--- config.mk ---
export PLATFORM = sky130hd
export DESIGN_NAME = m68k_bus_arbiter
export DESIGN_NICKNAME = d
export VERILOG_FILES = /design/src/rtl/m68k_bus_arbiter.sv
export SDC_FILE = /design/constraint.sdc
export NUM_CORES = 1
export LEC_CHECK = 0
export BUFFER_PORTS_ARGS = -buffer_cell sky130_fd_sc_hd__buf_2
export CAP_MARGIN = 20
export CORE_AREA = 5 5 42 44
export CTS_BUF_LIST = sky130_fd_sc_hd__clkbuf_8
export DETAILED_ROUTE_END_ITERATION = 12
export DIE_AREA = 0 0 47 49
export PLACE_DENSITY = 0.75
export SYNTH_ARGS = -nofsm -noshare
export SYNTH_HDL_FRONTEND = slang
export SYNTH_SLANG_ARGS = --single-unit
--- constraint.sdc ---
create_clock -name pi_clk_i -period 1.7 [get_ports pi_clk_i]
set_input_delay 0.17 -clock pi_clk_i [delete_from_list [all_inputs] [get_ports pi_clk_i]]
set_output_delay 0.17 -clock pi_clk_i [all_outputs]
set_load 0.02 [all_outputs]
--- src/rtl/m68k_bus_arbiter.sv ---
// 68000 bus-mastership arbiter between the local bus sequencer and external DMA masters.
// Define ARB_WATCHDOG_EN to add the sticky external-hold watchdog (hold_timeout_o).
`timescale 1ns/1ps

module m68k_bus_arbiter #(
    parameter int SYNC_STAGES = 2,
    parameter int MAX_HOLD    = 1024
) (
    input  logic       pi_clk_i,
    input  logic       rst_i,
    input  logic       m68k_clk_i,
    input  logic       m68k_br_n_i,
    input  logic       m68k_bgack_n_i,
    input  logic       loc_req_i,
    input  logic       loc_busy_i,
    output logic       loc_gnt_o,
    output logic       bus_oe_o,
    output logic       m68k_bg_n_o,
    output logic       ext_owner_o,
    output logic [2:0] arb_state_o,
    output logic       hold_timeout_o
);

    // Fewer than two flops is not a safe synchronizer, so the depth is clamped.
    localparam int SYNC_N = (SYNC_STAGES < 2) ? 2 : SYNC_STAGES;

    typedef enum logic [2:0] {
        ARB_OWN     = 3'd0,
        ARB_DRAIN   = 3'd1,
        ARB_GRANT   = 3'd2,
        ARB_EXT     = 3'd3,
        ARB_RECLAIM = 3'd4
    } arb_state_t;

    arb_state_t        state_q, state_d;

    logic [2:0]        clkSync_q;
    logic [SYNC_N-1:0] brSync_q;
    logic [SYNC_N-1:0] bgackSync_q;

    logic              tick;
    logic              br;
    logic              bgack;

    logic              locGnt_q,   locGnt_d;
    logic              busOe_q,    busOe_d;
    logic              bgN_q,      bgN_d;
    logic              extOwner_q, extOwner_d;
    logic [2:0]        arbState_q;

    always_ff @(posedge pi_clk_i or posedge rst_i) begin
        if (rst_i) begin
            clkSync_q   <= 3'b000;
            brSync_q    <= '1;
            bgackSync_q <= '1;
        end else begin
            clkSync_q   <= {clkSync_q[1:0], m68k_clk_i};
            brSync_q    <= {brSync_q[SYNC_N-2:0], m68k_br_n_i};
            bgackSync_q <= {bgackSync_q[SYNC_N-2:0], m68k_bgack_n_i};
        end
    end

    // Bit 2 is the older sample, so 1->0 across [2:1] marks a falling M68K_CLK edge.
    assign tick  = clkSync_q[2] & ~clkSync_q[1];
    assign br    = ~brSync_q[SYNC_N-1];
    assign bgack = ~bgackSync_q[SYNC_N-1];

    always_ff @(posedge pi_clk_i or posedge rst_i) begin
        if (rst_i) begin
            state_q <= ARB_OWN;
        end else begin
            state_q <= state_d;
        end
    end

    always_comb begin
        state_d = state_q;
        case (state_q)
            ARB_OWN: begin
                if (tick && br) begin
                    state_d = loc_busy_i ? ARB_DRAIN : ARB_GRANT;
                end
            end
            ARB_DRAIN: begin
                if (tick) begin
                    if (!br) begin
                        state_d = ARB_OWN;
                    end else if (!loc_busy_i) begin
                        state_d = ARB_GRANT;
                    end
                end
            end
            ARB_GRANT: begin
                if (tick) begin
                    if (bgack) begin
                        state_d = ARB_EXT;
                    end else if (!br) begin
                        state_d = ARB_RECLAIM;
                    end
                end
            end
            ARB_EXT: begin
                if (tick && !bgack) begin
                    state_d = br ? ARB_GRANT : ARB_RECLAIM;
                end
            end
            ARB_RECLAIM: begin
                if (tick) begin
                    state_d = ARB_OWN;
                end
            end
            default: begin
                state_d = ARB_OWN;
            end
        endcase
    end

    // Outputs decode the current state and are registered, so pins follow the state by one clock.
    always_comb begin
        locGnt_d   = 1'b0;
        busOe_d    = 1'b0;
        bgN_d      = 1'b1;
        extOwner_d = 1'b0;
        case (state_q)
            ARB_OWN: begin
                busOe_d  = 1'b1;
                locGnt_d = loc_req_i & ~br;
            end
            ARB_DRAIN: begin
                busOe_d = 1'b1;
            end
            ARB_GRANT: begin
                bgN_d = 1'b0;
            end
            ARB_EXT: begin
                extOwner_d = 1'b1;
                bgN_d      = ~br;
            end
            default: begin
                busOe_d = 1'b0;
            end
        endcase
    end

    always_ff @(posedge pi_clk_i or posedge rst_i) begin
        if (rst_i) begin
            locGnt_q   <= 1'b0;
            busOe_q    <= 1'b1;
            bgN_q      <= 1'b1;
            extOwner_q <= 1'b0;
            arbState_q <= ARB_OWN;
        end else begin
            locGnt_q   <= locGnt_d;
            busOe_q    <= busOe_d;
            bgN_q      <= bgN_d;
            extOwner_q <= extOwner_d;
            arbState_q <= state_q;
        end
    end

    assign loc_gnt_o   = locGnt_q;
    assign bus_oe_o    = busOe_q;
    assign m68k_bg_n_o = bgN_q;
    assign ext_owner_o = extOwner_q;
    assign arb_state_o = arbState_q;

`ifdef ARB_WATCHDOG_EN
    localparam logic [15:0] MAX_HOLD_W = 16'(MAX_HOLD);

    logic [15:0] holdCnt_q,     holdCnt_d;
    logic        holdTimeout_q, holdTimeout_d;

    // The count saturates rather than wrapping so a very long hold cannot look short.
    always_comb begin
        holdCnt_d     = holdCnt_q;
        holdTimeout_d = holdTimeout_q;
        if (state_q != ARB_EXT) begin
            holdCnt_d = 16'd0;
        end else if (tick && (holdCnt_q != 16'hFFFF)) begin
            holdCnt_d = holdCnt_q + 16'd1;
            if (holdCnt_d >= MAX_HOLD_W) begin
                holdTimeout_d = 1'b1;
            end
        end
    end

    always_ff @(posedge pi_clk_i or posedge rst_i) begin
        if (rst_i) begin
            holdCnt_q     <= 16'd0;
            holdTimeout_q <= 1'b0;
        end else begin
            holdCnt_q     <= holdCnt_d;
            holdTimeout_q <= holdTimeout_d;
        end
    end

    assign hold_timeout_o = holdTimeout_q;
`else
    localparam logic [15:0] MAX_HOLD_W = 16'(MAX_HOLD);

    logic unused_maxHold;
    assign unused_maxHold = ^MAX_HOLD_W;

    assign hold_timeout_o = 1'b0;
`endif

endmodule

# Yosys cells after proc, flatten, opt, wreduce, memory -nomap -nowiden
# Index checks and enable logic that the tools add are counted.
totals:
  word_cells: 45
  inputBits: 7
  regBits: 17
op_classes:
  reduce_logical: 5
  eq_ne: 11
  n_bitwise: 4
  muxes: 16
ops:
  columns: ["op", "count"]
  rows:
  - ["two-way mux 3 bit", 10]
  - ["case mux 3 bit (5 select lines)", 1]
  - ["!= test 2 bit (second input constant)", 5]
  - ["AND reduction 7 bit", 1]
  - ["== test 3 x 2 -> 1 bit (second input constant)", 2]
  - ["!= test 3 bit (second input constant)", 2]
  - ["== test 3 x 1 -> 1 bit (second input constant)", 1]
  - ["== test 3 bit (second input constant)", 1]
  - ["zero test 3 bit", 1]
  - ["two-way mux 1 bit", 3]
  - ["bitwise AND 1 bit", 2]
  - ["logical AND 1 bit", 2]
  - ["two-way mux 2 bit", 1]
  - ["inverter 1 bit", 2]
  - ["case mux 1 bit (2 select lines)", 1]
  - ["OR reduction 2 bit", 1]

# Logic depth before layout (Yosys ltp)
depth:
  ltp_word: 5
  ltp_mapped: 5
  ltp_nobuf: 4

# Worst setup path after synthesis
# Ideal clock, no wire load.
synth_path:
  kind: "register -> register"
  startpoint: "reg state_q[1]"
  endpoint: "reg state_q[2]"
  stages_incl_launch_ff: 6
  required_time_ps: 1634
  path_slack_ps: 445
  setup_time_ps: 66
  arrival_time_ps: 1189
  path_cell_list: "dfrtp_1 -> buf_6 -> nor2b_4 -> a2111oi_4 -> o2111ai_1 -> nand2_1"
synth_between:
  elab_chain_cells: 3
  elab_cells_between_ends: 14
  classes_between: "eq/ne: 11; mux: 1; reduce/logical: 2"
synth_rtl:
  columns: ["element", "line", "text"]
  rows:
  - ["from (decl)", "35", "arb_state_t state_q, state_d;"]
  - ["from (signal assigned)", "72", "state_q <= state_d;"]
  - ["== test 3 x 2 -> 1 bit, or another cell as far along", "78", "case (state_q)"]
  - ["!= test 3 bit (no source line) / != test 2 bit (equally long branches)", null, null]
  - ["AND reduction 7 bit (no source line)", null, null]
# Several ways; a longest one is shown, not always the timed one.
# A chain may end at the register's enable or synchronous reset.

# Worst setup path after layout
layout_path:
  startpoint: "reg bgackSync_q[1]"
  endpoint: "reg state_q[2]"
layout_between:
  elab_chain_cells: 3
  elab_cells_between_ends: 7
  classes_between: "eq/ne: 2; mux: 3; reduce/logical: 2"
layout_rtl:
  columns: ["element", "line", "text"]
  rows:
  - ["from (decl)", "39", "logic [SYNC_N-1:0] bgackSync_q;"]
  - ["from (signal assigned)", "59", "bgackSync_q <= {bgackSync_q[SYNC_N-2:0], m68k_bgack_n_i};"]
  - ["two-way mux 3 bit / logical AND 1 bit (equally long branches)", "95, 103", null]
  - ["two-way mux 3 bit / != test 2 bit (equally long branches)", null, null]
  - ["case mux 3 bit (5 select lines) / AND reduction 7 bit (equally long branches)", null, null]
# Several ways; a longest one is shown, not always the timed one. The select of a mux whose other input is x is not followed.

==> flow_metrics.tcl <==
set metrics [dict create \
    status "finished, violations left" \
    violations "negative hold slack" \
    cp_max_fo 5 \
    cts_tree "yes" \
    p_leak_nw 0.360 \
    fp.dieArea_mm2 0.00230 \
    wl_per_cell_um 12.0 \
    arrival_ns 1.51 \
    cts_buffers 3 \
    synth_cells 51 \
    firstDrtPassIters 4 \
    yosysUniqueCellTypes 23 \
    grt.busiest_layer "met2" \
    core-area_mm2 0.00140 \
    post_cts_buffers 0 \
    cts_root_buf "clkbuf_8" \
    grt_antenna_before_repair 0 \
    met3_usage 0.0443 \
    port_buffers 13 \
    fp.dieW_um 47 \
    holdBufCountCts 0 \
    fmax_ghz 0.761 \
    area_growth_pct 15.9 \
    synth.area.top_cells "dfrtp_1 (42%), dfstp_2 (24%), a2111oi_4 (4.2%), nand2_1 (2.8%), buf_4 (2.3%)" \
    post_cts_resized 0 \
    antenna_cells 0 \
    synth_edf_count 0 \
    drtIter0Drc 6 \
    grt-ovfl-total 0 \
    met1_usage 0.121 \
    finalSetupViolCount 0 \
    setup_tns_ns 0 \
    antenna_left 0 \
    netlist_area_um2 659 \
    slew_viol_final 0 \
    synth_fp_nets 58 \
    vias 412 \
    hold_violations 11 \
    slowest_delay_ns 0.59 \
    htree_levels 1 \
    power_density_mw_per_mm2 1570 \
    cp_cell_sequence "nor2b_4 -> a2111oi_4 -> o2111ai_1 -> nand2_1" \
    tightest_slew_ns 0.596 \
    cts_num_sinks 17 \
    startpoint_type "register" \
    cp_slowest_cell "dfstp_2" \
    vias_per_cell 5.09 \
    die_h_um 49 \
    rows 14 \
    grt_use_total 0.105 \
    wirelength_um 972 \
    synthArstFlopShare 1.00 \
    synth.largest_area_cell "dfrtp_1" \
    clk_pin_slew_ns 0.06 \
    yosys_warnings 0 \
    syn_area_per_cell_um2 12.9 \
    gp_congestion 0.733 \
    drive_above_1_share 0.385 \
    nNetsFinal 73 \
    min_period_ns 1.31 \
    cp.required_ns 1.89 \
    drc 0 \
    p_total_mw 1.20 \
    seq_area_frac_synth 0.657 \
    grt_use_met2 0.140 \
    first_global_vias 388 \
    synth-seq-cells 17 \
    start_util 0.471 \
    cts_buffer_depth 2 \
    hold_ws_ns -0.0257 \
    slew_headroom 0.602 \
    hpwl_um 704 \
    synth_top_area_frac 0.417 \
    synth-main-ff-cell "dfrtp_1" \
    skew_ns 0.00105 \
    io_pins 15 \
    endpoint_kind "register" \
    rsz0062_at_grt "no" \
    insertion_delay_ns 0.25 \
    hold_class "in -> async" \
    vdd_drop_max_mv 0.631 \
    grt_pass1_wl_mm 1.66 \
    grt_max_degree 18 \
    cap_violations 0 \
    fin_crit_sh 0.773 \
    path_class "reg -> reg" \
]
path summary, 6_finish.rpt:
kind / slack (ns) / endpoint / depth (start not counted) / from
setup / recovery: 0.39 / state_q[2] / 4 / bgackSync_q[1]
hold / removal: -0.03 / state_q[1] / 2 / rst_i
hold reg to reg: 0.35 / clkSync_q[1] / 0 / clkSync_q[0]
max in group asynchronous: 1.34 / arb_state_o[0] / 2 / rst_i
setup reg to reg: 0.39 / state_q[2] / 4 / bgackSync_q[1]
min in group pi_clk_i: 0.01 / brSync_q[0] / 1 / m68k_br_n_i
layout by cell type, fill, tap and decap left out, types with 2 or more instances in the layout:
cell type | Yosys | final
a21oi_1 | 2 | 2
nand2_1 | 5 | 5
or2b_1 | 2 | 2
buf_2 | 0 | 13
dfrtp_1 | 11 | 11
nand3_1 | 2 | 2
nor2_1 | 3 | 3
nand2b_1 | 2 | 2
dfstp_2 | 6 | 6
clkbuf_8 | 0 | 3
nand3b_1 | 2 | 2
nor2b_1 | 2 | 2
final cells by class:
class	count	area, um^2
clock inverter	1	5.00
inverter	1	3.75
tap	16	20.0
sequential	17	433
multi-input combinational	30	196
timing repair buffer	13	65.1
clock buffer	3	41.3
fill	127	637
flip-flops by register name, indices dropped and copies added, names as in the netlist, 2 cells and up:
signal,cells
brSync_q,2
clkSync_q,3
arb_state_o,3
state_q,3
bgackSync_q,2
Yosys cell counts, drive strengths merged, types with 2 or more instances:
cell type	count
dfstp	6
buf	3
nand3	2
nand3b	2
nor2b	3
a21oi	2
nand2b	2
nor2	3
or2b	2
nand2	5
dfrtp	11
metrics by stage:
| stage | cells | cell area (um^2) | setup WS (ns) | hold WS (ns) | util |
|---|---|---|---|---|---|
| floorplan | 51 | 659 | 0.445 | 0.0917 | - |
| finish | 81 | 764 | 0.385 | -0.0257 | 0.546 |
| detailed placement | 77 | 718 | 0.386 | 0.276 | 0.513 |
| global placement | 77 | 718 | 0.407 | 0.268 | 0.513 |
| global route | 81 | 764 | 0.229 | 0.00175 | 0.546 |
| CTS | 81 | 764 | 0.376 | 0.00269 | 0.546 |
worst max-delay path: cells and delay by family (launching register included):
kind,cells,cell delay [ns]
simple gates,2,0.14
compound gates,2,0.52
flops,1,0.59
per-layer routing:
metal / vias to the layer above / wire length (um)
met2: 17 / 434
met5: - / 0
met3: 4 / 109
met1: 196 / 391
met4: 0 / 38
li1: 195 / -
cell families after synthesis:
logic type	after synthesis	share of synthesized area
and+or+nand+nor	23	0.203
DFF	17	0.657
other	1	0.00569
AOI/OAI and AO/OA	6	0.0892
buffers and inverters	4	0.0455
power by group:
group	total [mW]	switching, mW	internal (mW)
Combinational	0.311	0.183	0.128
Sequential	0.593	0.0815	0.511
Clock	0.295	0.133	0.163
Power figures use the tool's default switching activity.
